--- config.mk ---
export PLATFORM = sky130hd
export DESIGN_NAME = matvec_n
export DESIGN_NICKNAME = d
export VERILOG_FILES = /design/src/rtl/matvec_n_pkg.sv /design/src/rtl/matvec_n_mac.sv /design/src/rtl/matvec_n.sv
export SDC_FILE = /design/constraint.sdc
export NUM_CORES = 2
export LEC_CHECK = 0
export CELL_PAD_IN_SITES_DETAIL_PLACEMENT = 2
export CELL_PAD_IN_SITES_GLOBAL_PLACEMENT = 2
export CORE_MARGIN = 2
export CORE_UTILIZATION = 30
export DETAILED_ROUTE_END_ITERATION = 16
export PLACE_DENSITY = 0.55
export SLEW_MARGIN = 20
export SYNTH_ARGS = -nofsm -noshare
export SYNTH_HDL_FRONTEND = slang
export SYNTH_SLANG_ARGS = --single-unit
--- constraint.sdc ---
create_clock -name clk -period 24.7 [get_ports clk]
set_clock_uncertainty 0.1 [all_clocks]
set_input_delay 4.94 -clock clk [delete_from_list [all_inputs] [get_ports clk]]
set_output_delay 4.94 -clock clk [all_outputs]
set_load 0.005 [all_outputs]
--- src/rtl/matvec_n_pkg.sv ---
// Shared types and helpers for the streaming matrix-vector multiplier.
package matvec_n_pkg;

  // Control FSM states of matvec_n.
  typedef enum logic [2:0] {
    ST_IDLE    = 3'd0,
    ST_LOAD_W  = 3'd1,
    ST_LOAD_X  = 3'd2,
    ST_COMPUTE = 3'd3,
    ST_OUTPUT  = 3'd4
  } state_t;

  // Full-precision result width: a DW x DW product needs 2*DW bits and
  // summing n of them adds clog2(n) bits of headroom.
  function automatic int out_width(input int dw, input int n);
    return 2 * dw + $clog2(n);
  endfunction

endpackage

--- src/rtl/matvec_n_mac.sv ---
// Multiply-accumulate slice for one result row: one product register stage
// followed by a full-precision accumulator.
module matvec_n_mac #(
  parameter int DW = 14,
  parameter int OW = 31
) (
  input  logic                 clk,
  input  logic                 reset,
  input  logic                 clr,
  input  logic                 mul_en,
  input  logic                 acc_en,
  input  logic signed [DW-1:0] w_op,
  input  logic signed [DW-1:0] x_op,
  output logic signed [OW-1:0] acc
);

  logic signed [2*DW-1:0] w_ext_s;
  logic signed [2*DW-1:0] x_ext_s;
  logic signed [2*DW-1:0] prod_s;
  logic signed [2*DW-1:0] prod_r;
  logic signed [OW-1:0]   prod_ext_s;
  logic signed [OW-1:0]   acc_r;

  // Sign-extend operands so the truncated 2*DW product is exact.
  always_comb begin
    w_ext_s    = {{DW{w_op[DW-1]}}, w_op};
    x_ext_s    = {{DW{x_op[DW-1]}}, x_op};
    prod_s     = w_ext_s * x_ext_s;
    prod_ext_s = {{(OW-2*DW){prod_r[2*DW-1]}}, prod_r};
  end

  // Product pipeline register.
  always_ff @(posedge clk or negedge reset) begin
    if (!reset) begin
      prod_r <= {(2*DW){1'b0}};
    end else if (mul_en) begin
      prod_r <= prod_s;
    end
  end

  // Accumulator: clear at row start, then add each registered product.
  always_ff @(posedge clk or negedge reset) begin
    if (!reset) begin
      acc_r <= {OW{1'b0}};
    end else if (clr) begin
      acc_r <= {OW{1'b0}};
    end else if (acc_en) begin
      acc_r <= acc_r + prod_ext_s;
    end
  end

  assign acc = acc_r;

endmodule

--- src/rtl/matvec_n.sv ---
// Streaming NxN matrix times N-vector multiplier. A packet is either a full
// matrix followed by a vector, or a vector alone that reuses the stored
// matrix. Results y[0..N-1] are streamed out one row at a time.
// Optional feature macro: MATVEC_N_RELU_EN clamps negative results to zero.
module matvec_n
  import matvec_n_pkg::*;
#(
  parameter int  N  = 8,
  parameter int  DW = 14,
  localparam int OW = out_width(DW, N)
) (
  input  logic          clk,
  input  logic          reset,
  input  logic          input_valid,
  output logic          input_ready,
  input  logic [DW-1:0] input_data,
  input  logic          new_matrix,
  output logic          output_valid,
  input  logic          output_ready,
  output logic [OW-1:0] output_data
);

  localparam int WIW = $clog2(N * N);
  localparam int XIW = $clog2(N);
  localparam int KW  = $clog2(N + 2);

  state_t state_r;
  state_t state_nx_s;

  logic [WIW-1:0] w_idx_r;
  logic [XIW-1:0] x_idx_r;
  logic [XIW-1:0] row_r;
  logic [KW-1:0]  k_r;
  logic           matrix_loaded_r;
  logic           output_valid_r;
  logic [OW-1:0]  output_data_r;

  logic signed [DW-1:0] w_mem_r [N*N];
  logic signed [DW-1:0] x_r     [N];

  logic           accept_s;
  logic           out_xfer_s;
  logic           w_last_s;
  logic           x_last_s;
  logic           k_done_s;
  logic           row_last_s;
  logic           w_we_s;
  logic           x_we_s;
  logic [WIW-1:0] w_waddr_s;
  logic [XIW-1:0] x_waddr_s;
  logic           mac_clr_s;
  logic           mac_mul_s;
  logic           mac_acc_s;
  logic [XIW-1:0] col_s;
  logic [WIW-1:0] rd_addr_s;
  logic signed [DW-1:0] w_op_s;
  logic signed [DW-1:0] x_op_s;
  logic signed [OW-1:0] acc_s;
  logic [OW-1:0]  result_s;

  // Input is open in the load states only, and held closed during reset.
  assign input_ready = reset && ((state_r == ST_IDLE) || (state_r == ST_LOAD_W) ||
                                 (state_r == ST_LOAD_X));
  assign accept_s    = input_valid && input_ready;
  assign out_xfer_s  = output_valid_r && output_ready;
  assign w_last_s    = (w_idx_r == WIW'(N * N - 1));
  assign x_last_s    = (x_idx_r == XIW'(N - 1));
  assign k_done_s    = (k_r == KW'(N + 1));
  assign row_last_s  = (row_r == XIW'(N - 1));

  // State register.
  always_ff @(posedge clk or negedge reset) begin
    if (!reset) begin
      state_r <= ST_IDLE;
    end else begin
      state_r <= state_nx_s;
    end
  end

  // Next-state logic plus storage write strobes and MAC sequencing.
  // COMPUTE step k: k==0 clears the accumulator, k<N issues product c=k,
  // 1<=k<=N accumulates product k-1, k==N+1 latches the finished row.
  always_comb begin
    state_nx_s = state_r;
    w_we_s     = 1'b0;
    x_we_s     = 1'b0;
    w_waddr_s  = w_idx_r;
    x_waddr_s  = x_idx_r;
    mac_clr_s  = 1'b0;
    mac_mul_s  = 1'b0;
    mac_acc_s  = 1'b0;
    case (state_r)
      ST_IDLE: begin
        if (accept_s) begin
          if (new_matrix) begin
            w_we_s     = 1'b1;
            w_waddr_s  = {WIW{1'b0}};
            state_nx_s = ST_LOAD_W;
          end else begin
            x_we_s     = 1'b1;
            x_waddr_s  = {XIW{1'b0}};
            state_nx_s = ST_LOAD_X;
          end
        end else begin
          state_nx_s = ST_IDLE;
        end
      end
      ST_LOAD_W: begin
        if (accept_s) begin
          w_we_s = 1'b1;
          if (w_last_s) begin
            state_nx_s = ST_LOAD_X;
          end else begin
            state_nx_s = ST_LOAD_W;
          end
        end else begin
          state_nx_s = ST_LOAD_W;
        end
      end
      ST_LOAD_X: begin
        if (accept_s) begin
          x_we_s = 1'b1;
          if (x_last_s) begin
            state_nx_s = ST_COMPUTE;
          end else begin
            state_nx_s = ST_LOAD_X;
          end
        end else begin
          state_nx_s = ST_LOAD_X;
        end
      end
      ST_COMPUTE: begin
        mac_clr_s = (k_r == {KW{1'b0}});
        mac_mul_s = (k_r < KW'(N));
        mac_acc_s = (k_r != {KW{1'b0}}) && (k_r <= KW'(N));
        if (k_done_s) begin
          state_nx_s = ST_OUTPUT;
        end else begin
          state_nx_s = ST_COMPUTE;
        end
      end
      ST_OUTPUT: begin
        if (out_xfer_s) begin
          if (row_last_s) begin
            state_nx_s = ST_IDLE;
          end else begin
            state_nx_s = ST_COMPUTE;
          end
        end else begin
          state_nx_s = ST_OUTPUT;
        end
      end
      default: begin
        state_nx_s = ST_IDLE;
      end
    endcase
  end

  // Counters, matrix-valid flag and the registered result interface.
  always_ff @(posedge clk or negedge reset) begin
    if (!reset) begin
      w_idx_r         <= {WIW{1'b0}};
      x_idx_r         <= {XIW{1'b0}};
      row_r           <= {XIW{1'b0}};
      k_r             <= {KW{1'b0}};
      matrix_loaded_r <= 1'b0;
      output_valid_r  <= 1'b0;
      output_data_r   <= {OW{1'b0}};
    end else begin
      case (state_r)
        ST_IDLE: begin
          row_r <= {XIW{1'b0}};
          k_r   <= {KW{1'b0}};
          if (accept_s) begin
            if (new_matrix) begin
              w_idx_r <= WIW'(1);
            end else begin
              x_idx_r <= XIW'(1);
            end
          end
        end
        ST_LOAD_W: begin
          if (accept_s) begin
            w_idx_r <= w_idx_r + WIW'(1);
            if (w_last_s) begin
              matrix_loaded_r <= 1'b1;
              x_idx_r         <= {XIW{1'b0}};
            end
          end
        end
        ST_LOAD_X: begin
          if (accept_s) begin
            x_idx_r <= x_idx_r + XIW'(1);
            if (x_last_s) begin
              k_r   <= {KW{1'b0}};
              row_r <= {XIW{1'b0}};
            end
          end
        end
        ST_COMPUTE: begin
          if (k_done_s) begin
            output_valid_r <= 1'b1;
            output_data_r  <= result_s;
          end else begin
            k_r <= k_r + KW'(1);
          end
        end
        ST_OUTPUT: begin
          if (out_xfer_s) begin
            output_valid_r <= 1'b0;
            k_r            <= {KW{1'b0}};
            row_r          <= row_r + XIW'(1);
          end
        end
        default: begin
          output_valid_r <= 1'b0;
        end
      endcase
    end
  end

  // Element storage; contents survive reset, the valid flag guards use.
  always_ff @(posedge clk) begin
    if (w_we_s) begin
      w_mem_r[w_waddr_s] <= input_data;
    end
    if (x_we_s) begin
      x_r[x_waddr_s] <= input_data;
    end
  end

  // Operand fetch for W[row][k] * x[k]; an unloaded matrix reads as zero.
  always_comb begin
    col_s     = k_r[XIW-1:0];
    rd_addr_s = WIW'(row_r) * WIW'(N) + WIW'(col_s);
    x_op_s    = x_r[col_s];
    if (matrix_loaded_r) begin
      w_op_s = w_mem_r[rd_addr_s];
    end else begin
      w_op_s = {DW{1'b0}};
    end
  end

  matvec_n_mac #(
    .DW(DW),
    .OW(OW)
  ) u_mac (
    .clk    (clk),
    .reset  (reset),
    .clr    (mac_clr_s),
    .mul_en (mac_mul_s),
    .acc_en (mac_acc_s),
    .w_op   (w_op_s),
    .x_op   (x_op_s),
    .acc    (acc_s)
  );

  // Result shaping before it is latched into the output register.
  always_comb begin
    result_s = acc_s;
`ifdef MATVEC_N_RELU_EN
    if (acc_s[OW-1]) begin
      result_s = {OW{1'b0}};
    end else begin
      result_s = acc_s;
    end
`endif
  end

  assign output_valid = output_valid_r;
  assign output_data  = output_data_r;

endmodule

==> flow_summary.yaml <==
run_status:
  status: "completed"
synth:
  ys_warn_count: 0
  async_flop_share_pct: 9.92
  synth.distinct_cells: 66
  seq_area_frac_synth_pct: 63.4
  ys.flop_type: "edfxtp_1"
  synth_area_leaders: "edfxtp_1 58%, mux4_2 14%, fa_1 7.5%, dfrtp_1 5.3%, ha_1 2.5%"
  syn-num-nets: 3348
  synth.avg_cell_area_um2: 17.2
  yosys.area.top_type: "edfxtp_1"
  yosysTopAreaCellShare_pct: 58.1
  netlist_instances: 3028
  syn_area_um2: 52100
  synth_edf_count: 1008
  synth_seq_cells: 1119
placement:
  dpl_cell_area_um2: 55600
  io_buffers: 51
  hpwl_um: 92400
  dp_slack_ns: 12.59
  place.gp.congestion: 0.781
timing:
  clock.fmax_mhz: 83.5
  report.final.slew_viol_count: 0
  rsz0062_at_grt: "no"
  finalSetupViolations: 0
  worst_slack_ns: 12.72
  post-route-min-period_ns: 11.98
  setup_tns_ns: 0
  tightest_slew_ns: 1.08
  final_hold_viol_count: 0
  slew_headroom_pct: 27.6
  period_share_pct: 48.5
clock_tree:
  cts_tree: "done"
  numCtsBuffers: 131
  cts.reportedPaths.clkPinSlew_ns: 0.05
  cts-root-buf: "clkbuf_16"
  cts.sinks: 1119
  ctsResizeCount: 0
  clock_path_buffers: 3
  post-cts-setup-buffer-count: 0
  htree_num_levels: 4
  worstSkewPairLatency_ns: 0.76
  hold_buffers: 0
worst_setup_path:
  r2r_setup_slack_ns: 13.97
  worstPathRequired_ns: 19.66
  cp_data_arrival_time_ns: 6.94
  r2r_start: "k_r[0]"
  cp_slowest_stage_delay_ns: 0.77
  crit_fanout: 36
  critPathBufInv: 3
  end_kind: "primary output"
  cp_top_family: "buffers and inverters"
  criticalPathCategory: "primary input to primary output"
  r2r_cells: 26
  critPathLaunchType: "primary input"
  slowest_stage: "a211oi_1"
  crit_chain: "buf_6 -> inv_1 -> a211oi_1 -> clkdlybuf4s50_1"
  r2r_end: "u_mac.prod_r[27]"
pwr:
  vdd_drop_max_mv: 0.0717
  p_per_area_nw_per_um2: 91.3
  p_leak_nw: 20.6
global_routing:
  grt_pass1_wl_um: 211000
  grt_pass1_vias: 30973
  grt.total_usage_pct: 16.3
  grt_antenna_before_repair: 3
  overflow: 0
  grt_max_degree: 150
route:
  via_count: 27124
  wl_per_cell_um: 25.5
  drc: 0
  drt-pass1-iter-count: 5
  drtIter0Drc: 1678
  detail-route-antenna-nets: 0
  wl_um: 142000
  viasPerCell: 4.86
run:
  cap_violations: 0
finish:
  layout-drive-gt1-share_pct: 21.7
  design_area_um2: 59800
  fin_util_pct: 34.7
  syn_to_final_growth_pct: 14.7
  final_nets: 3485
  nFillCells: 16970
floorplanning:
  die_h_um: 421
  die_x_um: 421
  dieArea_um2: 177000
  boundaryPins: 52
  std_cell_rows: 152
  coreArea_um2: 172000
  start_util_pct: 30.3
min_path:
  holdCritPathClass: "flop to flop"
  min_from: "u_mac.prod_r[8]"
  hold_path_depth: 2
  min_to: "u_mac.prod_r[8]"
==> per-stage QoR <==
step / hold slack, ns / instances / power (mW)
after floorplan: 0.350 / 3028 / 3.17
after global placement: 0.386 / 5341 / 3.62
after detailed placement: 0.385 / 5341 / 3.66
after CTS: 0.398 / 5574 / 5.56
after global routing: 0.428 / 5575 / 5.72
final: 0.389 / 5576 / 5.46
==> per-layer routing <==
| metal | global-route usage [%] | routed length (um) | vias up |
|---|---|---|---|
| li1 | - | - | 11750 |
| met1 | 20.4 | 60300 | 14767 |
| met2 | 29.4 | 74300 | 409 |
| met3 | 2.24 | 4110 | 196 |
| met4 | 4.70 | 3430 | 2 |
| met5 | 0 | 18 | - |
==> cells by family (layout without fill, tap and decap cells) <==
family                   count (synthesis)  in the layout  synth area share [%]
flip-flops                            1119           1119                  63.4
AND/OR/NAND/NOR                        538            538                  4.62
buffers and inverters                  396            633                  3.14
multiplexers                           365            365                  14.8
AO/OA/AOI/OAI                          254            254                  3.04
adder cells (fa/ha/maj)                301            301                  10.0
XOR/XNOR                                55             55                 0.924
other                                    0              1                     0
==> flip-flops by register name, summed over array words and instances (netlist names), 3 cells and up <==
| signal | count |
|---|---|
| k_r | 4 |
| state_r | 3 |
| u_mac.prod_r | 28 |
| u_mac.acc | 31 |
| x_idx_r | 3 |
| w_mem_r | 896 |
| row_r | 3 |
| output_data | 31 |
| w_idx_r | 6 |
| x_r | 112 |
==> cell usage in the layout (no fill, tap or decap), drive strengths merged, types with 7 or more instances in the layout <==
master	n
mux4	322
inv	265
a21oi	71
a211oi	8
nand2	158
nor2	205
clkdlybuf4s50	36
mux2i	11
o211ai	12
o21ai	79
bufinv	7
nor3	15
a31oi	7
ha	105
fa	196
a21o	22
o21bai	8
nor3b	8
or2	22
mux2	32
and2	10
nand3	65
clkinv	47
xor2	17
buf	103
xnor2	38
clkbuf	170
nor2b	12
edfxtp	1008
nand3b	8
dfrtp	111
nand2b	13
==> where the power goes <==
part	internal (mW)	total, mW	switching, mW
Sequential	2.11	2.19	0.0712
Combinational	0.593	1.40	0.805
Clock	1.08	1.88	0.795
Total	3.79	5.46	1.67
==> how the worst max path moves through the flow <==
stage / to / start / slack (ns) / cells past startpoint
2_1_floorplan: input_ready / reset / 14.39 / 2
3_3_place_gp: input_ready / reset / 12.61 / 4
3_5_place_dp: input_ready / reset / 12.59 / 4
4_1_cts: input_ready / reset / 12.59 / 4
5_1_grt: input_ready / reset / 12.62 / 4
6_report: input_ready / reset / 12.72 / 4
==> area by class of cell <==
| cell class | instances | area, um^2 | share of cell area, % |
|---|---|---|---|
| tap | 2310 | 2890 | 4.83 |
| multi-input combinational | 1513 | 17600 | 29.4 |
| clock buffer | 170 | 3510 | 5.87 |
| antenna | 1 | 2.50 | 0.00419 |
| timing repair buffer | 139 | 1150 | 1.92 |
| inverter | 261 | 980 | 1.64 |
| sequential | 1119 | 33100 | 55.3 |
| clock inverter | 63 | 644 | 1.08 |
==> Yosys cell counts, types with 3 or more instances <==
master / number
o31ai_1: 5
nand2_2: 6
and2_1: 9
xnor2_1: 38
dfrtp_1: 111
inv_1: 256
a211oi_1: 8
buf_1: 21
fa_1: 196
nand2b_1: 13
a22o_1: 5
nand3_1: 65
nor2_1: 205
mux2i_1: 11
clkbuf_1: 74
edfxtp_1: 1008
xor2_1: 17
and3_1: 3
or3_1: 6
a31oi_1: 7
inv_2: 3
nor3_1: 15
nand2_1: 152
mux2_2: 32
nor3b_1: 8
o21ai_0: 79
a2111oi_0: 4
a211o_1: 3
o211ai_1: 12
nand3b_1: 8
nor2b_1: 12
mux4_2: 322
or2_1: 7
nand4_1: 6
o21bai_1: 8
a21oi_1: 71
a21o_1: 22
buf_2: 23
o21a_1: 5
buf_6: 16
ha_1: 105
or2_2: 15
==> tightest hold or removal path, cell delays in order (launching register included) <==
cell and delay, ns:
dfrtp_1 0.34, nand2_1 0.05, o21ai_0 0.06
Power figures use the tool's default switching activity.
